## src/rtl/apb_master_bridge.sv

```systemverilog
// APB4 requester: turns valid/ready commands into IDLE/SETUP/ACCESS transfers
// and returns each result through a single-entry valid/ready response slot.
module apb_master_bridge #(
  parameter int ADDR_WIDTH = 32,
  parameter int DATA_WIDTH = 32,
  parameter int STRB_WIDTH = DATA_WIDTH / 8,
  parameter int TIMEOUT    = 16
) (
  input  logic                  PCLK,
  input  logic                  PRESET,
  input  logic                  cmd_valid,
  output logic                  cmd_ready,
  input  logic                  cmd_write,
  input  logic [ADDR_WIDTH-1:0] cmd_addr,
  input  logic [DATA_WIDTH-1:0] cmd_wdata,
  input  logic [STRB_WIDTH-1:0] cmd_strb,
  input  logic [2:0]            cmd_prot,
  output logic                  rsp_valid,
  input  logic                  rsp_ready,
  output logic [DATA_WIDTH-1:0] rsp_rdata,
  output logic                  rsp_slverr,
  output logic                  rsp_timeout,
  output logic                  PSEL,
  output logic                  PENABLE,
  output logic                  PWRITE,
  output logic [ADDR_WIDTH-1:0] PADDR,
  output logic [DATA_WIDTH-1:0] PWDATA,
  output logic [STRB_WIDTH-1:0] PSTRB,
  output logic [2:0]            PPROT,
  input  logic                  PREADY,
  input  logic [DATA_WIDTH-1:0] PRDATA,
  input  logic                  PSLVERR
);

  localparam int WD_WIDTH = (TIMEOUT > 1) ? $clog2(TIMEOUT) : 1;

  typedef enum logic [1:0] {
    ST_IDLE,
    ST_SETUP,
    ST_ACCESS
  } state_t;

  state_t              state;
  state_t              state_next;
  logic                slot_free;
  logic                accept;
  logic                complete;
  logic                abort_xfer;
  logic                wd_expired;
  logic [WD_WIDTH-1:0] wd_count;

  assign slot_free = !rsp_valid || rsp_ready;
  assign cmd_ready = slot_free &&
                     ((state == ST_IDLE) || ((state == ST_ACCESS) && PREADY));
  assign accept    = cmd_valid && cmd_ready;

  // wd_count holds the PREADY-low ACCESS cycles already seen, so the
  // TIMEOUT-th low cycle is the one that aborts.
  assign wd_expired = (TIMEOUT != 0) && (int'(wd_count) >= TIMEOUT - 1);

  always_ff @(posedge PCLK or posedge PRESET) begin
    if (PRESET) begin
      state <= ST_IDLE;
    end else begin
      state <= state_next;
    end
  end

  always_comb begin
    state_next = state;
    complete   = 1'b0;
    abort_xfer = 1'b0;
    case (state)
      ST_IDLE: begin
        if (accept) begin
          state_next = ST_SETUP;
        end
      end
      ST_SETUP: begin
        state_next = ST_ACCESS;
      end
      ST_ACCESS: begin
        // A full response slot stalls the transfer in ACCESS until it drains.
        if (PREADY) begin
          if (slot_free) begin
            complete   = 1'b1;
            state_next = accept ? ST_SETUP : ST_IDLE;
          end
        end else if (wd_expired && slot_free) begin
          abort_xfer = 1'b1;
          state_next = ST_IDLE;
        end
      end
      default: begin
        state_next = ST_IDLE;
      end
    endcase
  end

  always_ff @(posedge PCLK or posedge PRESET) begin
    if (PRESET) begin
      wd_count <= '0;
    end else if (accept) begin
      wd_count <= '0;
    end else if ((state == ST_ACCESS) && !PREADY && !wd_expired && (TIMEOUT != 0)) begin
      wd_count <= wd_count + 1'b1;
    end
  end

  // Request fields are captured on accept and then left alone, so they stay
  // stable through the whole transfer and keep their last value in IDLE.
  always_ff @(posedge PCLK or posedge PRESET) begin
    if (PRESET) begin
      PSEL    <= 1'b0;
      PENABLE <= 1'b0;
      PWRITE  <= 1'b0;
      PADDR   <= '0;
      PWDATA  <= '0;
      PSTRB   <= '0;
      PPROT   <= '0;
    end else begin
      PSEL    <= (state_next != ST_IDLE);
      PENABLE <= (state_next == ST_ACCESS);
      if (accept) begin
        PWRITE <= cmd_write;
        PADDR  <= cmd_addr;
        PWDATA <= cmd_wdata;
        PSTRB  <= cmd_write ? cmd_strb : '0;
        PPROT  <= cmd_prot;
      end
    end
  end

  always_ff @(posedge PCLK or posedge PRESET) begin
    if (PRESET) begin
      rsp_valid   <= 1'b0;
      rsp_rdata   <= '0;
      rsp_slverr  <= 1'b0;
      rsp_timeout <= 1'b0;
    end else if (complete) begin
      rsp_valid   <= 1'b1;
      rsp_rdata   <= PWRITE ? '0 : PRDATA;
      rsp_slverr  <= PSLVERR;
      rsp_timeout <= 1'b0;
    end else if (abort_xfer) begin
      rsp_valid   <= 1'b1;
      rsp_rdata   <= '0;
      rsp_slverr  <= 1'b1;
      rsp_timeout <= 1'b1;
    end else if (rsp_ready) begin
      rsp_valid <= 1'b0;
    end
  end

endmodule
```

## config.mk

```make
export PLATFORM = sky130hd
export DESIGN_NAME = apb_master_bridge
export DESIGN_NICKNAME = d
export VERILOG_FILES = /design/src/rtl/apb_master_bridge.sv
export SDC_FILE = /design/constraint.sdc
export NUM_CORES = 1
export LEC_CHECK = 0
export CAP_MARGIN = 10
export CELL_PAD_IN_SITES_DETAIL_PLACEMENT = 2
export CELL_PAD_IN_SITES_GLOBAL_PLACEMENT = 2
export CORE_MARGIN = 2
export CORE_UTILIZATION = 24
export CTS_CLUSTER_SIZE = 8
export DETAILED_ROUTE_END_ITERATION = 6
export PLACE_DENSITY = 0.74
export REMOVE_ABC_BUFFERS = 1
export SYNTH_ARGS = -nofsm -noshare
export SYNTH_HDL_FRONTEND = slang
export SYNTH_SLANG_ARGS = --single-unit
```

## constraint.sdc

```tcl
create_clock -name PCLK -period 3.55 [get_ports PCLK]
set_clock_uncertainty 0.05 [all_clocks]
set_input_delay 0.71 -clock PCLK [delete_from_list [all_inputs] [get_ports PCLK]]
set_output_delay 0.71 -clock PCLK [all_outputs]
set_load 0.1 [all_outputs]
```

==> results of run 1 <==
cell type report:
cell class | instances | area [sq um] | area share [%]
antenna | 2 | 5.00 | 0.0620
clock buffer | 22 | 484 | 6.00
clock inverter | 9 | 175 | 2.17
inverter | 6 | 25.0 | 0.310
multi-input combinational | 209 | 1930 | 23.9
sequential | 115 | 2880 | 35.7
tap | 270 | 338 | 4.19
timing repair buffer | 225 | 2240 | 27.7
cells in the final DEF, fill, tap and decap left out, types with 3 or more instances in the layout:
master	n
clkdlybuf4s50_1	196
dfrtp_1	115
mux2_2	47
mux2i_1	37
nand2b_1	32
o31ai_1	32
buf_4	25
mux2_4	20
clkbuf_16	17
nand2_1	6
inv_1	5
bufinv_16	5
nor2b_1	4
nor3_1	4
clkbuf_8	4
nand3_1	3
buf_12	3
state kept, by name, summed over array words and instances (netlist names):
register / flops
state: 2
rsp_slverr: 1
PPROT: 3
PADDR: 32
wd_count: 4
PSTRB: 4
PENABLE: 1
rsp_rdata: 32
PWDATA: 32
rsp_timeout: 1
PWRITE: 1
rsp_valid: 1
PSEL: 1
worst min-delay path by stage:
stage | from | endpoint | slack (ns) | cells after the start
final | PADDR[23] | PADDR[23] | 0.45 | 1
after global routing | PADDR[23] | PADDR[23] | 0.47 | 1
after CTS | PWDATA[27] | PWDATA[27] | 0.46 | 1
after detailed placement | PADDR[23] | PADDR[23] | 0.43 | 1
after global placement | PADDR[23] | PADDR[23] | 0.42 | 1
after floorplan | wd_count[2] | wd_count[2] | 0.45 | 1
Yosys cell counts, types with 2 or more instances:
library cell / count
dfrtp_1: 115
mux2_2: 47
mux2i_1: 37
nand2b_1: 32
o31ai_1: 32
mux2_4: 20
buf_2: 11
clkbuf_1: 8
inv_1: 6
nand2_1: 6
nor2b_1: 5
buf_6: 4
nor3_1: 4
buf_4: 3
nand3_1: 3
or3_1: 3
a21oi_1: 2
a221o_1: 2
o21ai_0: 2
metal layers:
| layer | wire, um | share of wire [%] | vias to the layer above | global-route usage (%) |
|---|---|---|---|---|
| li1 | - | - | 1711 | - |
| met1 | 6210 | 37 | 1935 | 17.2 |
| met2 | 9270 | 56 | 104 | 28.6 |
| met3 | 910 | 5.5 | 13 | 5.49 |
| met4 | 242 | 1.5 | 0 | 4.52 |
| met5 | 0 | 0 | - | 0 |
metrics by stage:
stage | cell area (sq um) | setup TNS (ns) | hold slack (ns) | instances
2_1_floorplan | 4820 | -149.23 | 0.453 | 330
3_5_place_dp | 7380 | 0 | 0.430 | 824
3_3_place_gp | 7380 | 0 | 0.422 | 824
4_1_cts | 8040 | 0 | 0.458 | 855
6_report | 8070 | 0 | 0.450 | 858
5_1_grt | 8070 | 0 | 0.470 | 858
logic make-up after synthesis:
| logic type | Yosys count | share of synthesized area, % |
|---|---|---|
| DFF | 115 | 57.9 |
| muxes | 105 | 24.4 |
| and+or+nand+nor | 61 | 7.65 |
| AOI/OAI and AO/OA | 42 | 6.29 |
| buffers and inverters | 33 | 3.60 |
| adders and majority gates | 1 | 0.252 |
==> results by group, run 1 <==
Outcome
  • Status: finished, final reports clean

Critical path
  • CP endpoint: rsp_rdata[30]
  • Crit path depth: 1
  • Crit path max-delay cell type: clkdlybuf4s50_1
  • Crit path cell chain: clkdlybuf4s50_1
  • Worst R2R Path Depth: 4
  • CP max FO: 2
  • Family with the most delay on the worst path: buffers and inverters
  • Critical Path AT: roughly 2.0 ns
  • Critical path origin: rsp_rdata[30]
  • WP buf/inv: 1
  • R2R Setup Slk: about 1.3 ns
  • Worst R2R Start: state[0]
  • Worst setup SP type: register
  • WP data required: about 2.8 ns
  • Critical path type: reg -> out
  • Nature of the critical path endpoint: output pin
  • Terminus of the critical flop-to-flop path: rsp_rdata[15]
  • Largest stage delay, worst path: about 1.2 ns

Detailed routing
  • Vias/cell: 4.39
  • Antenna Violating Nets Remaining: 0
  • Initial DRC count: 98
  • Router iterations before antenna repair: 4
  • WL final: roughly 17000 um
  • Average wire per standard cell: ~19 um
  • Via count: between 3000 and 4000
  • # DRC: 0

Finish
  • Final core occ: 39.7%
  • Nets: ~690
  • Fillers: between 2000 and 2500
  • Share of cells above drive strength 1: a little under a quarter
  • Synthesis-to-layout area growth: 62.2%

STA
  • Slew margin rel.: approximately a third
  • Final worst slack: between 0.8 and 0.9 ns
  • RSZ-0062 raised after global routing: false
  • Final hold vios: 0
  • Measured slew at the worst slew-check pin: a little over 1 ns
  • Final min period: around 2.7 ns
  • Setup-failing EPs final: 0
  • Final worst path period share: roughly three quarters
  • FMAX: 0.368 GHz
  • Slew Limit Fails: 0

Synthesis
  • EDFF count, synth: 0
  • Main synth FF type: dfrtp_1
  • Area leader, netlist: dfrtp_1
  • Synth area leaders: dfrtp_1 (58%), mux2_2 (11%), mux2i_1 (7.4%), mux2_4 (6.0%), o31ai_1 (4.8%)
  • Post-synth ARST share: 100%
  • Yosys top cell area share: between 50 and 60%
  • Register area share after synthesis: between 50% and 60%
  • Number of library cell types mapped by synthesis: 34
  • Avg Inst Size Synth: around 14 sq um
  • Netlist Area Pre-Place: 4970 sq um
  • Synth Instances: roughly 360
  • Syn. warnings: 0
  • Synth Register Bits: 115

Min path
  • HP Class: reg -> reg

Clocking
  • # Post-CTS Setup Buffers: 0
  • Worst-skew pair later-pin latency: 0.41 ns
  • Num CTS Buffers: 17
  • CTS clock-pin slew for the worst setup and hold paths: around 0.05 ns
  • Cts hold-fix bufs: 0
  • Clock Path Buffers: 2
  • CTS tree: done
  • Count of cells resized by post-cts repair: 0
  • Clock Tree Root: clkbuf_16
  • Clock Sinks: roughly 120
  • H-tree level count: 4

Floorplan
  • Die span in y: about 150 um
  • Core ar.: just over 20000 sq um
  • Area of the die: between 20000 and 25000 sq um
  • Starting Density: around 25%
  • # IOs: 220
  • Die width: 148 um
  • Row count: between 50 and 60

Placed design
  • Dpl ws: about 0.57 ns
  • Routability cong.: around 0.75
  • PortBufs: approximately 220
  • HPWL after detailed placement: about 12000 um

Job
  • Max-cap violations: 0

Global routing
  • Vias in the first global route: about 4500
  • Total track usage: around 16%
  • Largest net degree at the start of global routing: 78
  • Initial antenna violation count: 1
  • First-pass GRT wire length: ~26000 um
  • Total global routing overflow: 0
Power of run 1 is left out: the tool's default activity adds up to more than one toggle a clock period on the data nets, which glitch-free logic cannot reach.
==> inputs of run 2 (changes only) <==
clock period = 2.4 ns   (was 3.55 ns; I/O delays follow)
==> results by group, run 2 (synthesis results as in run 1) <==
Placed design
  • Dpl ws: about 0.03 ns
  • HPWL after detailed placement: between 10000 and 15000 um
  • PortBufs: about 220
  • Routability cong.: between 0.7 and 0.8
  • DP Area: ~7300 sq um

Critical path
  • CP max FO: 5
  • Crit path cell chain: clkdlybuf4s50_1 > nor2b_1 > nor3_1 > buf_12
  • Largest stage delay, worst path: ~0.55 ns
  • Worst R2R Path Depth: 4
  • Nature of the critical path endpoint: output pin
  • Worst setup SP type: input pin
  • WP buf/inv: 2
  • Worst R2R Start: state[0]
  • Critical path type: in -> out
  • R2R Setup Slk: 0.53 ns
  • Crit path max-delay cell type: clkdlybuf4s50_1
  • Terminus of the critical flop-to-flop path: PWDATA[27]
  • Critical Path AT: roughly 1.7 ns
  • Family with the most delay on the worst path: buffers and inverters
  • WP data required: ~1.9 ns

Floorplan
  • Die span in y: roughly 150 um
  • Starting Density: about 25%
  • Row count: 52
  • Area of the die: 21900 sq um
  • Die width: ~150 um
  • Core ar.: roughly 20000 sq um
  • # IOs: 220

Detailed routing
  • Router iterations before antenna repair: 4
  • Initial DRC count: 61
  • Via count: 3856
  • WL final: between 15000 and 20000 um
  • # DRC: 0
  • Vias/cell: around 4.5
  • Average wire per standard cell: just under 20 um
  • Antenna Violating Nets Remaining: 0

Global routing
  • Met2 GRT Util: approximately 29%
  • Vias in the first global route: 4557
  • Most crowded layer after global routing: met2
  • Total global routing overflow: 0
  • M3 GR Usage: 5.34%
  • Largest net degree at the start of global routing: 41
  • First-pass GRT wire length: ~26000 um
  • Initial antenna violation count: 0
  • Grt met1 use: approximately 17%
  • Total track usage: 15.5%

STA
  • Setup-failing EPs final: 0
  • Measured slew at the worst slew-check pin: 0.450 ns
  • Final hold vios: 0
  • Final min period: roughly 2.2 ns
  • Slew margin rel.: between 60% and 70%
  • Slew Limit Fails: 0
  • RSZ-0062 raised after global routing: false
  • FMAX: about 0.45 GHz
  • Final worst slack: around 0.18 ns
  • Final worst path period share: 92.3%

Min path
  • HP Class: in -> async

Finish
  • Post-route cell area: just under 8000 sq um
  • Synthesis-to-layout area growth: 58.5%
  • Share of cells above drive strength 1: about two fifths
  • Most common cell after layout, fill and taps aside: dfrtp_1
  • Nets: 693
  • Antenna fix cells: 0
  • Top Registers: PADDR: 32 flops, PWDATA: 32 flops, rsp_rdata: 32 flops
  • Commonest cells after routing, fill and taps aside: dfrtp_1 (115), buf_4 (114), clkdlybuf4s50_1 (109), mux2_2 (47), mux2i_1 (37)

Clocking
  • Clock Sinks: between 100 and 150
  • Worst-skew pair later-pin latency: slightly above 0.4 ns
  • Cts hold-fix bufs: 0
  • CTS tree: done
  • H-tree level count: 4
  • Count of cells resized by post-cts repair: 0
  • CTS clock-pin slew for the worst setup and hold paths: around 0.06 ns
  • # Post-CTS Setup Buffers: 0
  • Clock Path Buffers: 2
  • Num CTS Buffers: 17
  • Clock Tree Root: clkbuf_16

Outcome
  • Status: finished, final reports clean

Job
  • Max-cap violations: 0
-- run 2: worst register-to-register path, cell delays in order, from the launching register on --
cell and delay, ns:
dfrtp_1 0.51, nor4_4 0.41, buf_12 0.20, buf_12 0.21
mux2_2 0.37
-- run 2: worst max-delay path by stage --
stage                  to  depth (start not counted)  slack (ns)  startpoint
3_5_place_dp   PWDATA[27]                          6        0.03      PREADY
2_1_floorplan    PADDR[0]                          3       -2.53   rsp_valid
3_3_place_gp   PWDATA[11]                          6        0.15   rsp_ready
6_report        cmd_ready                          4        0.18      PREADY
5_1_grt         cmd_ready                          4        0.09      PREADY
4_1_cts         cmd_ready                          4        0.17      PREADY
-- run 2: final cells by class --
class | count | area [sq um]
clock buffers | 19 | 443
clock inverters | 13 | 126
fillers | 2100 | 12400
inverters | 6 | 25.0
multi-input cells | 209 | 1930
flip-flops and latches | 115 | 2880
well taps | 270 | 338
repair buffers | 233 | 2150
-- run 2: per-layer routing --
metal / vias to the layer above / wire, um
met5: - / 0
met4: 0 / 425
met3: 28 / 934
met2: 121 / 9220
met1: 1983 / 6180
li1: 1724 / -
-- run 2: per-stage QoR --
step,util (%),hold WS [ns],setup TNS [ns],instances
floorplan,-,0.453,-385.37,330
global placement,36.0,0.425,0,833
detailed placement,36.0,0.447,0,833
CTS,38.8,0.318,0,865
global route,38.8,0.322,0,865
finish,38.8,0.333,0,865
Power of run 2 is left out for the same reason.
==> inputs of run 3 (changes only) <==
SLEW_MARGIN = 10   (was default)
==> results of run 3 <==
The final DEF is identical to that of run 2; final timing and power are the same.
Power of run 3 is left out for the same reason.
